$ cat src/rtl/sv_fetch_sequencer_if.sv
// Bundles the sequencer's control, SV RAM read port and pixel stream.
// master is the sequencer side; slave is the RAM/consumer side.
interface sv_fetch_sequencer_if #(
    parameter int XLEN_PIXEL = 8,
    parameter int NUM_SV     = 2,
    parameter int ADDR_WIDTH = 10
);
    localparam int SV_IDX_W = (NUM_SV > 1) ? $clog2(NUM_SV) : 1;

    logic                  start;
    logic                  stall_MEM;
    logic [XLEN_PIXEL-1:0] ram_do;
    logic                  ram_re;
    logic [ADDR_WIDTH-1:0] ram_addr;
    logic [XLEN_PIXEL-1:0] pix_out;
    logic                  pix_valid;
    logic [SV_IDX_W-1:0]   sv_idx;
    logic                  sv_last;
    logic                  busy;
    logic                  done;

    modport master (
        input  start, stall_MEM, ram_do,
        output ram_re, ram_addr, pix_out, pix_valid, sv_idx, sv_last, busy, done
    );

    modport slave (
        output start, stall_MEM, ram_do,
        input  ram_re, ram_addr, pix_out, pix_valid, sv_idx, sv_last, busy, done
    );
endinterface

$ cat src/rtl/sv_fetch_sequencer.sv
// Walks the SV block RAM once per start request, streaming every pixel of
// every support vector in ascending address order with its vector tags.
module sv_fetch_sequencer #(
    parameter int XLEN_PIXEL    = 8,
    parameter int NUM_OF_PIXELS = 4,
    parameter int NUM_SV        = 2,
    parameter int ADDR_WIDTH    = 10
) (
    input  logic                 clk,
    input  logic                 rst,
    sv_fetch_sequencer_if.master bus
);
    localparam int PIX_W = (NUM_OF_PIXELS > 1) ? $clog2(NUM_OF_PIXELS) : 1;
    localparam int SV_W  = (NUM_SV > 1) ? $clog2(NUM_SV) : 1;

    generate
        if (NUM_SV * NUM_OF_PIXELS > 2 ** ADDR_WIDTH) begin : g_addr_check
            $error("sv_fetch_sequencer: SV RAM does not fit in ADDR_WIDTH");
        end
    endgenerate

    typedef enum logic [1:0] {
        IDLE,
        FETCH,
        DRAIN,
        DONE
    } state_t;

    state_t              state;
    state_t              state_nxt;
    logic [PIX_W-1:0]    pix_cnt;
    logic [PIX_W-1:0]    pix_cnt_nxt;
    logic [SV_W-1:0]     sv_cnt;
    logic [SV_W-1:0]     sv_cnt_nxt;
    logic                pix_end;
    logic                sv_end;
    logic                read_en;
    logic [XLEN_PIXEL-1:0] pix_data;

    assign pix_end = (pix_cnt == PIX_W'(NUM_OF_PIXELS - 1));
    assign sv_end  = (sv_cnt == SV_W'(NUM_SV - 1));
    assign read_en = (state == FETCH) && !bus.stall_MEM;

    // Pixel data is passed straight through; pix_valid qualifies it.
    assign pix_data    = bus.ram_do;
    assign bus.pix_out = pix_data;

    always_ff @(posedge clk or posedge rst) begin
        if (rst) begin
            state         <= IDLE;
            pix_cnt       <= '0;
            sv_cnt        <= '0;
            bus.pix_valid <= 1'b0;
            bus.sv_idx    <= '0;
            bus.sv_last   <= 1'b0;
        end else begin
            state         <= state_nxt;
            pix_cnt       <= pix_cnt_nxt;
            sv_cnt        <= sv_cnt_nxt;
            bus.pix_valid <= read_en;
            bus.sv_idx    <= sv_cnt;
            bus.sv_last   <= read_en && pix_end;
        end
    end

    always_comb begin
        state_nxt   = state;
        pix_cnt_nxt = pix_cnt;
        sv_cnt_nxt  = sv_cnt;
        unique case (state)
            IDLE: begin
                if (bus.start) begin
                    state_nxt   = FETCH;
                    pix_cnt_nxt = '0;
                    sv_cnt_nxt  = '0;
                end
            end
            FETCH: begin
                if (read_en) begin
                    if (pix_end) begin
                        pix_cnt_nxt = '0;
                        // Wrap the SV counter on the final read so IDLE sees zeros.
                        if (sv_end) begin
                            sv_cnt_nxt = '0;
                            state_nxt  = DRAIN;
                        end else begin
                            sv_cnt_nxt = sv_cnt + SV_W'(1);
                        end
                    end else begin
                        pix_cnt_nxt = pix_cnt + PIX_W'(1);
                    end
                end
            end
            DRAIN:   state_nxt = DONE;
            DONE:    state_nxt = IDLE;
            default: state_nxt = IDLE;
        endcase
    end

    always_comb begin
        bus.ram_re   = read_en;
        bus.ram_addr = '0;
        bus.busy     = (state != IDLE);
        bus.done     = (state == DONE);
        if (state == FETCH) begin
            bus.ram_addr = ADDR_WIDTH'(sv_cnt) * ADDR_WIDTH'(NUM_OF_PIXELS)
                         + ADDR_WIDTH'(pix_cnt);
        end
    end
endmodule

$ cat src/flat_wrapper.sv
// flat-port wrapper written by rule: the top's interface ports become plain ports
module sv_fetch_sequencer_flat 
#(
    parameter int XLEN_PIXEL    = 8,
    parameter int NUM_OF_PIXELS = 4,
    parameter int NUM_SV        = 2,
    parameter int ADDR_WIDTH    = 10
)
  (clk, rst, bus_start, bus_stall_MEM, bus_ram_do, bus_ram_re, bus_ram_addr, bus_pix_out, bus_pix_valid, bus_sv_idx, bus_sv_last, bus_busy, bus_done);
  sv_fetch_sequencer_if #(.XLEN_PIXEL(XLEN_PIXEL), .NUM_SV(NUM_SV), .ADDR_WIDTH(ADDR_WIDTH)) bus_i ();
  input  logic clk;
  input  logic rst;
  input wire logic [$bits(bus_i.start)-1:0] bus_start;
  input wire logic [$bits(bus_i.stall_MEM)-1:0] bus_stall_MEM;
  input wire logic [$bits(bus_i.ram_do)-1:0] bus_ram_do;
  output wire logic [$bits(bus_i.ram_re)-1:0] bus_ram_re;
  output wire logic [$bits(bus_i.ram_addr)-1:0] bus_ram_addr;
  output wire logic [$bits(bus_i.pix_out)-1:0] bus_pix_out;
  output wire logic [$bits(bus_i.pix_valid)-1:0] bus_pix_valid;
  output wire logic [$bits(bus_i.sv_idx)-1:0] bus_sv_idx;
  output wire logic [$bits(bus_i.sv_last)-1:0] bus_sv_last;
  output wire logic [$bits(bus_i.busy)-1:0] bus_busy;
  output wire logic [$bits(bus_i.done)-1:0] bus_done;
  assign bus_i.start = bus_start;
  assign bus_i.stall_MEM = bus_stall_MEM;
  assign bus_i.ram_do = bus_ram_do;
  assign bus_ram_re = bus_i.ram_re;
  assign bus_ram_addr = bus_i.ram_addr;
  assign bus_pix_out = bus_i.pix_out;
  assign bus_pix_valid = bus_i.pix_valid;
  assign bus_sv_idx = bus_i.sv_idx;
  assign bus_sv_last = bus_i.sv_last;
  assign bus_busy = bus_i.busy;
  assign bus_done = bus_i.done;
  sv_fetch_sequencer #(.XLEN_PIXEL(XLEN_PIXEL), .NUM_OF_PIXELS(NUM_OF_PIXELS), .NUM_SV(NUM_SV), .ADDR_WIDTH(ADDR_WIDTH)) u_core (.clk(clk), .rst(rst), .bus(bus_i));
endmodule
$ cat config.mk
export PLATFORM = sky130hd
export DESIGN_NAME = sv_fetch_sequencer_flat
export DESIGN_NICKNAME = d
export VERILOG_FILES = /design/src/rtl/sv_fetch_sequencer_if.sv /design/src/rtl/sv_fetch_sequencer.sv /design/src/flat_wrapper.sv
export SDC_FILE = /design/constraint.sdc
export NUM_CORES = 1
export LEC_CHECK = 0
export ABC_AREA = 1
export CORE_AREA = 2 2 47 49
export DETAILED_ROUTE_END_ITERATION = 8
export DIE_AREA = 0 0 49 51
export GPL_TIMING_DRIVEN = 0
export PLACE_DENSITY = 0.71
export SLEW_MARGIN = 20
export SYNTH_ARGS = -nofsm -noshare
export SYNTH_HDL_FRONTEND = slang
export SYNTH_SLANG_ARGS = --single-unit
$ cat constraint.sdc
create_clock -name clk -period 1.2 [get_ports clk]
set_input_delay 0.24 -clock clk [delete_from_list [all_inputs] [get_ports clk]]
set_output_delay 0.24 -clock clk [all_outputs]
set_load 0.02 [all_outputs]
# [Yosys cells after proc, flatten, opt, wreduce, memory -nomap -nowiden]
# Cells that the tools add are included.
[op_classes] n_addsub=3 eq_ne=8 mux=15 reduce_logical=9
[ops] cell="2-to-1 mux 2 bit" count=7
[ops] cell="case mux 2 bit (4 select lines)" count=1
[ops] cell="AND reduction 4 bit" count=2
[ops] cell="== test 2 bit (second input constant)" count=3
[ops] cell="!= test 2 x 1 -> 1 bit (second input constant)" count=3
[ops] cell="adder 3 x 2 -> 4 bit" count=1
[ops] cell="2-to-1 mux 1 bit" count=4
[ops] cell="2-to-1 mux 4 bit" count=1
[ops] cell="case mux 2 bit (2 select lines)" count=1
[ops] cell="nonzero test 2 bit" count=2
[ops] cell="AND reduction 3 bit" count=1
[ops] cell="adder 2 x 1 -> 2 bit (second input constant)" count=1
[ops] cell="== test 2 x 1 -> 1 bit (second input constant)" count=1
[ops] cell="logical AND 1 bit" count=2
[ops] cell="zero test 2 bit" count=1
[ops] cell="!= test 2 bit (second input constant)" count=1
[ops] cell="case mux 1 bit (2 select lines)" count=1
[ops] cell="adder 1 bit (second input constant)" count=1
[ops] cell="zero test 1 bit" count=1
[totals] register_bits=8 input_bits=12 output_inout_bits=24 wordCells=41

# [Logic depth before layout (Yosys ltp)]
[logic_depth] word_depth=5 ltp_mapped=8 ltp_nobuf=8

# [Least setup slack after synthesis]
# OpenSTA, ideal clock, no wires.
[synth_timing] kind="reg-to-output" start="reg u_core.state[1]" end="out bus_ram_re" t_arrival_ns=1.109 required_ns=0.960 setup_slack_ns=-0.149 path_stages_with_launch=5 n_path_buf=0 path_cell_list="dfrtp_1 inv_1 ha_1 inv_2 nor2_1"
[synth_via] elab_chain_len=2
[synth_lines] element="start: declaration" line="sv_fetch_sequencer.sv:29" text="state_t state;"
[synth_lines] element="start signal: assignment" line="sv_fetch_sequencer.sv:57" text="state <= state_nxt;"
[synth_lines] element="== test 2 x 1 -> 1 bit" line="sv_fetch_sequencer.sv:42" text="assign read_en = (state == FETCH) && !bus.stall_MEM;"
[synth_lines] element="logical AND 1 bit" line="sv_fetch_sequencer.sv:42"
[synth_lines] element="end: declaration" line="flat_wrapper.sv:16" text="output wire logic [$bits(bus_i.ram_re)-1:0] bus_ram_re;"
# No other way between the ends.

# [Final worst setup path]
# Same ends and word-level chain as after synthesis.

==> impl_summary.txt <==
----------------------------------------------------
[Outcome]
  Outcome ... complete, but fails checks
  Violations in the final reports ... negative setup slack

[Global route]
  Leftover overflow at the end of global routing ... 0
  Total track usage ... between 10% and 20%
  Wire length of the first global-routing pass ... about 2100 µm
  Vias in the first global route ... 525
  Pin count of the biggest net entering global routing ... 9
  Number of antenna violations at the first check in global routing ... 0

[Synthesis]
  Asr flop ratio synth ... 100%
  Count of unique library cells instantiated by Yosys ... 17
  Instance count of the mapped netlist ... slightly below 80
  Prevailing post-synth register cell ... dfrtp_1
  Cell types occupying the most area after synthesis ... dfrtp_1 33%, buf_4 18%, ha_1 14%
  Most area-hungry cell type in the Yosys netlist ... dfrtp_1
  Share of the synthesized area in the top cell type ... ~33%
  Number of enable flip-flop cells after synthesis ... 0
  Synth warnings ... 0
  Sequential area share after synthesis ... between 30% and 40%
  Library cell with the highest instance count after synthesis ... nand2_1
  Syn Area/Cell ... around 7.9 µm²
  Most frequent cells after synthesis ... 17 x nand2_1, 15 x buf_4, 11 x inv_1
  Netlist area before placement ... roughly 600 µm²
  Number of synthesized register bits ... 8

[Clock tree]
  Number of buffers inserted during clock tree synthesis ... 3
  Clock Path Buffers ... 2
  Number of clock sinks seen by CTS ... 8
  Clock slew seen by the registers of the worst setup and hold paths ... roughly 0.060 ns
  Clock latency at the later pin of the worst-skew pair ... 0.26 ns
  Clock H-tree levels ... 1
  Count of hold-fix buffers inserted at cts ... 0
  Clk root buf ... clkbuf_4
  Clock tree from TritonCTS ... yes

[Drt]
  Vias per std cell ... approximately 4.0
  Aggregate routed wire length ... between 1000 and 1500 µm
  Number of nets with antenna violations after routing ... 0
  Total number of vias ... 570
  WL per Instance ... 10.2 µm
  Total iterations of the first detailed-routing run ... 4
  Number of violations reported at the end of detailed-routing iteration 0 ... 4
  DRC viols ... 0

[Worst setup path]
  Critical path start-end classification ... flip-flop to output pin
  Register-to-Register Path Depth ... 6
  Endpoint required time on the critical path ... between 0.9 and 1 ns
  Startpoint type of the worst setup path ... flip-flop
  Kind of end point of the critical path ... output pin
  Maximum fanout along the worst path ... 5
  Critical R2R Capture ... u_core.state[0]
  Reg-to-reg critical path startpoint ... u_core.state[1]
  Slack of the worst reg-to-reg path ... -0.09 ns
  Worst endpoint data arrival time ... 1.20 ns

[Layout]
  Proportion of layout cells with a drive suffix above 1 ... a little under half
  Area growth syn-to-layout ... 73.4%
  NumNets Final ... roughly 130
  Final antenna diode count ... 0

[Place]
  Final Wtd Congestion ... 0.749
  Detailed Place HPWL ... 1000 µm
  Pre-CTS setup slack ... -0.612 ns
  Port bufs ... 20

[STA]
  Final Cycle Share ... 120%
  Maximum clock skew at final layout ... 0.00803 ns
  Unrepaired setup endpoints after global routing ... true
  Minimum setup slack in the final design ... -0.237 ns
  Max Freq ... 696 MHz
  Final max-slew violation count ... 0
  Shortest period the worst path allows ... between 1 and 1.5 ns
  Number of setup violations in the final report ... 10
  Fin. Hold Viols ... 0

[Die]
  IO Count ... 36
  Placeable core area ... approximately 0.0021 mm²
  Die footprint ... 0.00250 mm²
  Placement row count ... 17
  Overall die width ... 49 µm
  Die boundary height ... about 51 µm
  Effective utilization at floorplan ... ~30%

[Pwr]
  Largest voltage drop on the vdd net ... ~1000 µV
  Static Leak ... 0.000572 µW
  Final Total Pwr ... around 2400 µW
  Total power density per cell area ... about 2200 mW/mm²

[Job]
  Max-cap violations ... 0

[Worst hold path]
  Hold/Removal Path Class ... input pin to async pin

----------------------------------------------------
[layout by cell type, fill, tap and decap left out, drive strengths merged, types with 4 or more instances in the layout]
master         instances
conb                   7
nor2                   4
buf                   28
ha                     7
dfrtp                  8
o21ai                  4
inv                   12
clkdlybuf4s50         11
nand2                 22
[worst max-delay path: stages (launching register included)]
cell and delay, ns:
dfrtp_1 0.39, inv_2 0.11, ha_4 0.18, inv_4 0.05, nor2_4 0.08, buf_6 0.12
[routing by layer]
| layer | up-vias | global-route usage (%) | wire length (µm) |
|---|---|---|---|
| met4 | 0 | 5.71 | 25 |
| met3 | 5 | 5.85 | 107 |
| li1 | 278 | - | - |
| met2 | 23 | 21.5 | 827 |
| met1 | 264 | 9.98 | 475 |
| met5 | - | 0 | 0 |
[layout make-up]
cell class / instances / area [µm²]
fillers: 207 / 1000
plain buffers: 15 / 113
flip-flops and latches: 8 / 201
multi-input cells: 47 / 377
inverters: 13 / 56.3
well taps: 28 / 35.0
clock buffers: 3 / 22.5
repair buffers: 27 / 256
[kinds of logic after synthesis]
logic type	Yosys count	share of synthesized area, %
buffers and inverters	28	26.4
adders and majority gates	7	14.3
and+or+nand+nor	29	22.7
DFF	8	32.7
other	1	0.613
AOI/OAI and AO/OA	4	3.27
[power by group]
part / leakage, µW / switching, µW / internal (µW)
sequential: 0.000104 / 98.2 / 371
combinational: 0.000454 / 923 / 767
clock: 0.0000138 / 95.3 / 115
total: 0.000572 / 1120 / 1250
[per-stage QoR]
step | hold WS [ns] | instances | util [%] | setup TNS [ns] | area, µm²
after floorplan | 0.0557 | 83 | - | 0 | 649
after global placement | 0.408 | 131 | 42.9 | -3.22 | 885
after detailed placement | 0.415 | 131 | 42.9 | -3.54 | 885
after CTS | 0.223 | 138 | 46.9 | -1.63 | 967
after global routing | 0.264 | 141 | 51.4 | -1.98 | 1060
final | 0.218 | 141 | 51.4 | -1.46 | 1060
[state kept, by name, summed over array words and instances (netlist names)]
register / flops
u_core.sv_cnt: 1
u_core.state: 2
u_core.bus.sv_idx: 1
u_core.pix_cnt: 2
u_core.bus.sv_last: 1
u_core.bus.pix_valid: 1
[timing repair]
item / CTS / global route
pin swaps: 2 / 7
resized for setup: 47 / 17
endpoints found under the setup margin: 14 / 11
setup buffers: 4 / 4
[how the worst max path moves through the flow]
stage               slack (ns)             from  depth (start not counted)            end
floorplan                0.007  u_core.state[1]                          7  u_core.sv_cnt
global placement         -0.57  u_core.state[1]                          5     bus_ram_re
detailed placement       -0.61  u_core.state[1]                          5     bus_ram_re
CTS                      -0.24  u_core.state[1]                          5     bus_ram_re
global route             -0.29  u_core.state[1]                          5     bus_ram_re
finish                   -0.24  u_core.state[1]                          5     bus_ram_re
Power figures use the tool's default switching activity.
